<file path="src/rtl/connect_four_pkg.sv">
`default_nettype none
// ----------------------------------------------------------------------------
// connect_four_pkg: shared direction codes, player encodings, board defaults.
// Rev 1.0
// ----------------------------------------------------------------------------
package connect_four_pkg;

    localparam int DEFAULT_COLS = 7;
    localparam int DEFAULT_ROWS = 6;

    typedef enum logic [3:0] {
        DOWN             = 4'd1,
        ROW_1            = 4'd2,
        ROW_2            = 4'd3,
        ROW_3            = 4'd4,
        ROW_4            = 4'd5,
        DIAG_RIGHT_UP_1  = 4'd6,
        DIAG_RIGHT_UP_2  = 4'd7,
        DIAG_RIGHT_UP_3  = 4'd8,
        DIAG_RIGHT_UP_4  = 4'd9,
        DIAG_LEFT_DOWN_1 = 4'd10,
        DIAG_LEFT_DOWN_2 = 4'd11,
        DIAG_LEFT_DOWN_3 = 4'd12,
        DIAG_LEFT_DOWN_4 = 4'd13
    } direction_t;

    typedef enum logic [1:0] {
        NONE = 2'b00,
        P1   = 2'b01,
        P2   = 2'b10
    } player_t;

    typedef enum logic [1:0] {
        IDLE   = 2'd0,
        SELECT = 2'd1,
        WAIT   = 2'd2,
        DONE   = 2'd3
    } scan_state_t;

    // Window w (0..3) spans w-3..w relative to the anchor; the anchor itself is skipped.
    function automatic logic signed [3:0] window_offset(input logic [1:0] window,
                                                        input logic [1:0] idx);
        logic signed [3:0] v;
        v = $signed({2'b00, window}) + $signed({2'b00, idx}) - 4'sd3;
        if (!v[3]) v = v + 4'sd1;
        return v;
    endfunction

endpackage
`default_nettype wire

</file>
<file path="src/rtl/direction_in_bounds.sv">
`default_nettype none
// ----------------------------------------------------------------------------
// direction_in_bounds: checks that all three cells of a direction lie on the board.
// Rev 1.0
// ----------------------------------------------------------------------------
module direction_in_bounds
    import connect_four_pkg::*;
#(
    parameter int COLS = DEFAULT_COLS,
    parameter int ROWS = DEFAULT_ROWS
) (
    input  logic [2:0] row,
    input  logic [2:0] col,
    input  logic [3:0] direction,
    output logic       in_bounds
);

    localparam logic [2:0] MAX_ROW = 3'(ROWS - 1);
    localparam logic [2:0] MAX_COL = 3'(COLS - 1);

    logic [1:0]        window;
    logic              use_row;
    logic              use_col;
    logic              neg_col;
    logic              legal;
    logic signed [3:0] off;
    logic signed [3:0] r_pos;
    logic signed [3:0] c_pos;

    always_comb begin
        // Codes 2..13 map onto windows 0..3 by adding 2 modulo 4.
        window  = direction[1:0] + 2'd2;
        use_row = 1'b0;
        use_col = 1'b0;
        neg_col = 1'b0;
        legal   = 1'b1;
        if (direction == DOWN) begin
            use_row = 1'b1;
            window  = 2'd0;
        end else if (direction >= ROW_1 && direction <= ROW_4) begin
            use_col = 1'b1;
        end else if (direction >= DIAG_RIGHT_UP_1 && direction <= DIAG_RIGHT_UP_4) begin
            use_row = 1'b1;
            use_col = 1'b1;
        end else if (direction >= DIAG_LEFT_DOWN_1 && direction <= DIAG_LEFT_DOWN_4) begin
            use_row = 1'b1;
            use_col = 1'b1;
            neg_col = 1'b1;
        end else begin
            legal = 1'b0;
        end

        in_bounds = legal;
        off   = '0;
        r_pos = '0;
        c_pos = '0;
        for (int k = 0; k < 3; k++) begin
            off   = window_offset(window, 2'(k));
            r_pos = $signed({1'b0, row}) + (use_row ? off : 4'sd0);
            c_pos = $signed({1'b0, col}) + (use_col ? (neg_col ? -off : off) : 4'sd0);
            if (r_pos[3] || (r_pos[2:0] > MAX_ROW) || c_pos[3] || (c_pos[2:0] > MAX_COL))
                in_bounds = 1'b0;
        end
    end

endmodule
`default_nettype wire

</file>
<file path="src/rtl/win_scanner.sv">
`default_nettype none
// ----------------------------------------------------------------------------
// win_scanner: sequences the 13 line directions through an external checker.
// WIN_SCANNER_EARLY_EXIT_EN stops at the first winning line. Rev 1.0
// ----------------------------------------------------------------------------
module win_scanner
    import connect_four_pkg::*;
#(
    parameter int COLS = DEFAULT_COLS,
    parameter int ROWS = DEFAULT_ROWS
) (
    input  logic       clk,
    input  logic       rst_n,
    input  logic       check_start,
    input  logic [2:0] row,
    input  logic [2:0] col,
    output logic       busy,
    output logic       done,
    output logic [1:0] winner,
    output logic       chk_start,
    output logic [2:0] chk_row,
    output logic [2:0] chk_col,
    output logic [3:0] chk_direction,
    input  logic       chk_finished,
    input  logic [1:0] chk_winner
);

    scan_state_t state;
    scan_state_t state_next;
    logic        in_bounds;
    logic        last_dir;

    direction_in_bounds #(
        .COLS(COLS),
        .ROWS(ROWS)
    ) u_bounds (
        .row      (chk_row),
        .col      (chk_col),
        .direction(chk_direction),
        .in_bounds(in_bounds)
    );

    assign last_dir = (chk_direction == DIAG_LEFT_DOWN_4);

    always_ff @(posedge clk or negedge rst_n) begin
        if (!rst_n) state <= IDLE;
        else        state <= state_next;
    end

    always_comb begin
        state_next = state;
        case (state)
            IDLE:    if (check_start) state_next = SELECT;
            SELECT: begin
                if (in_bounds)     state_next = WAIT;
                else if (last_dir) state_next = DONE;
            end
            WAIT: begin
                if (chk_finished) begin
                    if (last_dir) state_next = DONE;
`ifdef WIN_SCANNER_EARLY_EXIT_EN
                    else if (chk_winner != NONE) state_next = DONE;
`endif
                    else state_next = SELECT;
                end
            end
            DONE:    state_next = IDLE;
            default: state_next = IDLE;
        endcase
    end

    always_comb begin
        busy      = (state == SELECT) || (state == WAIT);
        done      = (state == DONE);
        chk_start = (state == SELECT) && in_bounds;
    end

    // Anchor, direction and result registers; they hold across the checker handshake.
    always_ff @(posedge clk or negedge rst_n) begin
        if (!rst_n) begin
            chk_row       <= '0;
            chk_col       <= '0;
            chk_direction <= '0;
            winner        <= NONE;
        end else begin
            case (state)
                IDLE: begin
                    if (check_start) begin
                        chk_row       <= row;
                        chk_col       <= col;
                        chk_direction <= DOWN;
                        winner        <= NONE;
                    end
                end
                SELECT: begin
                    if (!in_bounds && !last_dir) chk_direction <= chk_direction + 4'd1;
                end
                WAIT: begin
                    if (chk_finished) begin
                        if (chk_winner != NONE && winner == NONE) winner <= chk_winner;
                        if (!last_dir) chk_direction <= chk_direction + 4'd1;
                    end
                end
                default: ;
            endcase
        end
    end

endmodule
`default_nettype wire

</file>
<file path="config.mk">
export PLATFORM = sky130hd
export DESIGN_NAME = win_scanner
export DESIGN_NICKNAME = d
export VERILOG_FILES = /design/src/rtl/connect_four_pkg.sv /design/src/rtl/direction_in_bounds.sv /design/src/rtl/win_scanner.sv
export SDC_FILE = /design/constraint.sdc
export NUM_CORES = 1
export LEC_CHECK = 0
export CORE_ASPECT_RATIO = 0.8
export CORE_UTILIZATION = 50
export DETAILED_ROUTE_END_ITERATION = 6
export HOLD_SLACK_MARGIN = 0.05
export PLACE_DENSITY_LB_ADDON = 0.1
export SLEW_MARGIN = 40
export SYNTH_ARGS = -nofsm -noshare
export SYNTH_HDL_FRONTEND = slang
export SYNTH_SLANG_ARGS = --single-unit
</file>
<file path="constraint.sdc">
create_clock -name clk -period 11.6 [get_ports clk]
set_clock_uncertainty 0.1 [all_clocks]
set_input_delay 2.9 -clock clk [delete_from_list [all_inputs] [get_ports clk]]
set_output_delay 2.9 -clock clk [all_outputs]
set_load 0.005 [all_outputs]
</file>
======== Word level (Yosys, flattened, before mapping) ========
Cells that the tools add are included.
word-level totals
  word-level logic and storage cells ...... 115
  bits of input ports ..................... 12
  register bits ........................... 14
  output and inout port bits .............. 15
cells by class
  multiplexer cells ....................... 41
  reduce and logical (&&, ||, !) cells .... 27
  equality and inequality tests ........... 11
  magnitude comparators ................... 12
  $add $sub $neg .......................... 19
operator list
  kind                                                 count
  two-way mux 4 bit                                    16
  adder 4 bit                                          6
  > comparator 3 bit, second input constant            6
  two-way mux 2 bit                                    9
  two-way mux 1 bit                                    13
  adder 4 x 2 -> 4 bit, second input constant          3
  negator 4 bit                                        3
  case mux 4 bit (3 select lines)                      1
  logical OR 1 bit                                     10
  <= comparator 4 bit, second input constant           2
  case mux 2 bit (4 select lines)                      1
  subtractor 4 x 3 -> 4 bit, second input constant     2
  logical AND 1 bit                                    6
  inequality test 2 bit, second input constant         3
  AND reduction 5 bit                                  1
  adder 4 x 1 -> 4 bit, second input constant          1
  == test 2 bit, second input constant                 2
  == test 4 x 1 -> 1 bit, second input constant        1
  == test 4 bit, second input constant                 1
  >= comparator 4 x 2 -> 1 bit, second input constant  1
  >= comparator 4 x 3 -> 1 bit, second input constant  1
  >= comparator 4 bit, second input constant           1
  <= comparator 4 x 3 -> 1 bit, second input constant  1
  zero test 2 bit                                      2
  other kinds (14)                                     17

======== Logic depth before layout (Yosys ltp) ========
  depth in word-level cells ............... 19
  mapped depth ............................ 23
  depth with buffers taken out ............ 19

======== Cells and area by module ========
Synthesis repeated with hierarchy kept, for this count alone.
unflattened totals
  cell total of the unflattened synthesis .. 222
  area total of the unflattened synthesis .. 2,015.7 um^2
by module, submodules not included
  module               instances  seq. area each (um^2)  area an instance (um^2)  cells an instance
  direction_in_bounds  1          0.0                    1,236.2                  154
  win_scanner          1          350.3                  779.5                    68

======== Worst setup path before layout ========
No wires, ideal clock.
  kind .................................... flip-flop to output port
  start point ............................. reg chk_direction[1]
  end point ............................... out chk_start
  path slack .............................. 4.724 ns
  required time ........................... 8.600 ns
  arrival ................................. 3.876 ns
  cell stages (with the launch flop) ...... 22
  path buffers ............................ 4
  cells stage by stage .................... dfrtp_1 buf_2 buf_2 inv_1 ha_1 buf_4 buf_2 nor2_1 o21ai_0 nor2_1 o21ai_0 nand2_1 o21ai_0 nand2_1 fa_1 xor2_1 o32ai_1 a2111oi_2 nand4_1 a211oi_2 and3_1 and2_1
on the way
  cells in the longest elaborated chain, start to end .. 16
  elaborated cells between the ends (all ways) .. 70
  classes of those cells .................. 18 x add/sub; 12 x order compare; 1 x eq/ne; 26 x mux; 13 x reduce/logical
RTL lines
  what                                                                line                       RTL
  start: declaration                                                  win_scanner.sv:23          output logic [3:0] chk_direction,
  start signal: assignment                                            win_scanner.sv:96          if (!in_bounds && !last_dir) chk_direction <= chk_direction + 4'd1;
  start signal: assignment                                            win_scanner.sv:101         if (!last_dir) chk_direction <= chk_direction + 4'd1;
  branches (longest 14 deep; another with subtractor 4 x 3 -> 4 bit)  --
  two-way mux 1 bit (*)                                               direction_in_bounds.sv:61  if (r_pos[3] || (r_pos[2:0] > MAX_ROW) || c_pos[3] || (c_pos[2:0] > MAX_COL))
  logical AND 1 bit (*)                                               win_scanner.sv:75          chk_start = (state == SELECT) && in_bounds;
  end: declaration                                                    win_scanner.sv:20          output logic chk_start,
Every way passes the cells marked *.

======== Worst setup path in the final report ========
Ends and elaborated chain as after synthesis.

==> metrics.yaml <==
setup_path:
  r2r_slack_ns: 6.58
  crit_arrival_ns: 5.22
  crit_start: "chk_direction[1]$_DFFE_PN0P_"
  cp_max_fo: 23
  endpoint: "chk_start"
  cp-start-kind: "flip-flop"
  r2r-start: "chk_direction[1]$_DFFE_PN0P_"
  cpMostUsedCell: "o21ai_0"
  slowest_delay_ns: 0.64
  rr_endpoint: "chk_direction[0]$_DFFE_PN0P_"
  end_kind: "output port"
  worstSetupPathType: "flip-flop to output port"
  crit_required_ns: 8.60
  cp_slowest_cell: "ha_1"
  crit_chain: "inv_1 -> ha_1 -> nor2_1 -> o21ai_0 -> nor2_1 -> o21ai_0 -> nand2_1 -> o21ai_0 -> nand2_1 -> fa_1 -> xor2_1 -> o32ai_1 -> a2111oi_2 -> nand4_1 -> a211oi_2 -> and3_1 -> and2_1 -> clkdlybuf4s50_1"
  reg2reg_depth: 18
timing:
  period_share: 0.709
  min_period_ns: 8.22
  slew_headroom: 0.518
  max_slew.worst_pin.slew_ns: 0.723
  layout_setup_ws_ns: 3.38
  fmax_ghz: 0.122
  finalMaxSlewViolations: 0
  hold_violations: 0
  fin_setup_tns_ns: 0
  setup_viol: 0
  rsz0062_at_grt: "false"
routing:
  drt-initial-drc-count: 86
  wl_um: 4490
  routedWlPerCell_um: 13.8
  final_antenna_net_count: 0
  drtPass1Iterations: 4
  vias: 1855
  vias_per_cell: 5.71
  drc: 0
finish:
  antenna_cells: 0
  layout-area-overhead-vs-synth_pct: 14.8
  fin_area_mm2: 0.00233
  multi_input_area_mm2: 0.00151
  layout_commonest_cell: "inv_1"
  drive_gt1_frac: 0.0704
  n_fill_cell: 364
  register_area_um2: 350
  nets: 314
  layout_common_cells: "inv_1 (27), clkdlybuf4s50_1 (26), nand2_1 (24), ha_1 (24), a21oi_1 (17)"
placed_design:
  numPortBuffers: 26
  dp_slack_ns: 3.71
  dp_hpwl_um: 3570
  gp_congestion: 0.828
  place_area_mm2: 0.00229
global_route:
  grt_max_degree: 27
  grtUsageTotal: 0.238
  grt-ovfl-total: 0
  grt_pass1_vias: 1737
  antenna_found_initial: 0
  grt_first_pass_wirelength_um: 7960
yosys:
  synth_fp_nets: 294
  yosysUniqueCellTypes: 58
  synth_seq_cells: 14
  synth_area_mm2: 0.00203
  avgSynthCellArea_um2: 8.05
  synth_cells: 252
  async_flop_share: 1.00
  synth_edf_count: 0
  ys.flop_type: "dfrtp_1"
  yosysWarnings: 0
  ys_seq_area_frac: 0.173
power_and_ir_drop:
  fin_total_pwr_uw: 737
  sequentialPowerShare: 0.158
  netSwitchingPower_uw: 378
  p_comb_frac: 0.788
  vdd_drop_max_uv: 145
  power.leakage_uw: 0.00104
  cellInternalPower_uw: 359
  power_density_mw_per_mm2: 316
  swShare: 0.513
  clockPowerShare: 0.054
clocking:
  tritoncts: "built"
  clk_latency_ns: 0.24
  clock-sinks: 14
  cts-root-buf: "clkbuf_8"
  htree_levels: 1
  holdBufCountCts: 0
  cts_buffer_depth: 2
  cts_setup_buffers: 0
  numCtsBuffers: 3
  cts_resized: 0
  clk_pin_slew_ns: 0.05
die:
  die_w_um: 73.2
  num_rows: 20
  die_y_um: 59.0
  core_mm2: 0.00385
  top_level_ports: 27
  initial_core_util: 0.527
  die_area_mm2: 0.00432
job:
  cap_violations: 0
run_status:
  status: "completed"
worst_hold_path:
  hp-class: "flip-flop to flip-flop"
-- power by group through the flow --
stage | clock, µW | sequential (µW) | combinational [µW]
5_1_grt | 42.9 | 122 | 664
6_report | 39.6 | 116 | 581
2_1_floorplan | 0 | 96.3 | 450
4_1_cts | 40.5 | 116 | 579
3_3_place_gp | 0 | 116 | 569
3_5_place_dp | 0 | 117 | 575
-- per-layer routing --
layer | part of all wire | global-route usage | routed length, µm | vias to the layer above
li1 | - | - | - | 939
met1 | 0.52 | 0.364 | 2310 | 861
met2 | 0.43 | 0.361 | 1940 | 50
met3 | 0.044 | 0.0255 | 196 | 5
met4 | 0.0089 | 0.0504 | 40 | 0
met5 | 0 | 0 | 0 | -
-- registers in the layout (all words and copies together) (netlist names) --
signal         count
chk_col            3
winner             2
chk_row            3
chk_direction      4
state              2
-- cells in the mapped netlist, types with 3 or more instances --
library cell | n | area share
dfrtp_1 | 14 | 0.17
buf_4 | 4 | 0.015
nand2_1 | 24 | 0.044
o21a_1 | 4 | 0.015
o21ai_0 | 14 | 0.035
buf_2 | 5 | 0.012
and3_1 | 5 | 0.015
mux2_2 | 6 | 0.033
nor2_1 | 15 | 0.028
nor3_1 | 4 | 0.0099
ha_1 | 24 | 0.15
o22ai_1 | 4 | 0.012
nand3_1 | 9 | 0.022
o32ai_1 | 4 | 0.017
a21o_1 | 3 | 0.011
fa_1 | 6 | 0.059
nor2b_1 | 5 | 0.015
nor4_1 | 4 | 0.012
xor2_1 | 6 | 0.026
inv_1 | 27 | 0.050
a21oi_1 | 17 | 0.042
-- through the flow --
stage / cells / hold slack, ns / utilization
floorplan: 252 / 0.391 / -
global placement: 322 / 0.405 / 0.594
detailed placement: 322 / 0.405 / 0.594
CTS: 325 / 0.420 / 0.605
global route: 325 / 0.460 / 0.605
finish: 325 / 0.417 / 0.605
-- worst min path at each step --
| stage | from | cells past startpoint | slack (ns) | endpoint |
|---|---|---|---|---|
| after floorplan | winner[1]$_DFFE_PN0P_ | 2 | 0.39 | winner[1]$_DFFE_PN0P_ |
| after global placement | winner[0]$_DFFE_PN0P_ | 2 | 0.40 | winner[0]$_DFFE_PN0P_ |
| after detailed placement | winner[0]$_DFFE_PN0P_ | 2 | 0.40 | winner[0]$_DFFE_PN0P_ |
| after CTS | winner[0]$_DFFE_PN0P_ | 2 | 0.42 | winner[0]$_DFFE_PN0P_ |
| after global routing | winner[0]$_DFFE_PN0P_ | 2 | 0.46 | winner[0]$_DFFE_PN0P_ |
| final | winner[0]$_DFFE_PN0P_ | 2 | 0.42 | winner[0]$_DFFE_PN0P_ |
-- layout make-up --
class,count,share of cell area
Inverter,27,0.0435
Clock buffer,3,0.0177
Multi-Input combinational cell,200,0.647
Tap cell,55,0.0295
Sequential cell,14,0.150
Timing Repair Buffer,26,0.112
-- critical path, delay by kind of cell, from the launching register on --
kind	cells	cell delay, ns
flops	1	0.61
compound gates	6	1.39
simple gates	7	0.98
fa+ha+maj	2	1.05
buf+inv	2	0.76
xor+xnor	1	0.16
-- cells by family (layout without fill, tap and decap cells) --
| family | Yosys count | after routing | share of synthesized area |
|---|---|---|---|
| adders and majority gates | 30 | 30 | 0.207 |
| buffers and inverters | 38 | 56 | 0.0845 |
| AOI/OAI and AO/OA | 71 | 71 | 0.244 |
| and+or+nand+nor | 83 | 83 | 0.211 |
| muxes | 9 | 9 | 0.0506 |
| xor gates and xnor gates | 7 | 7 | 0.0302 |
| DFF | 14 | 14 | 0.173 |
No activity file was read; power rests on OpenSTA's default activity.
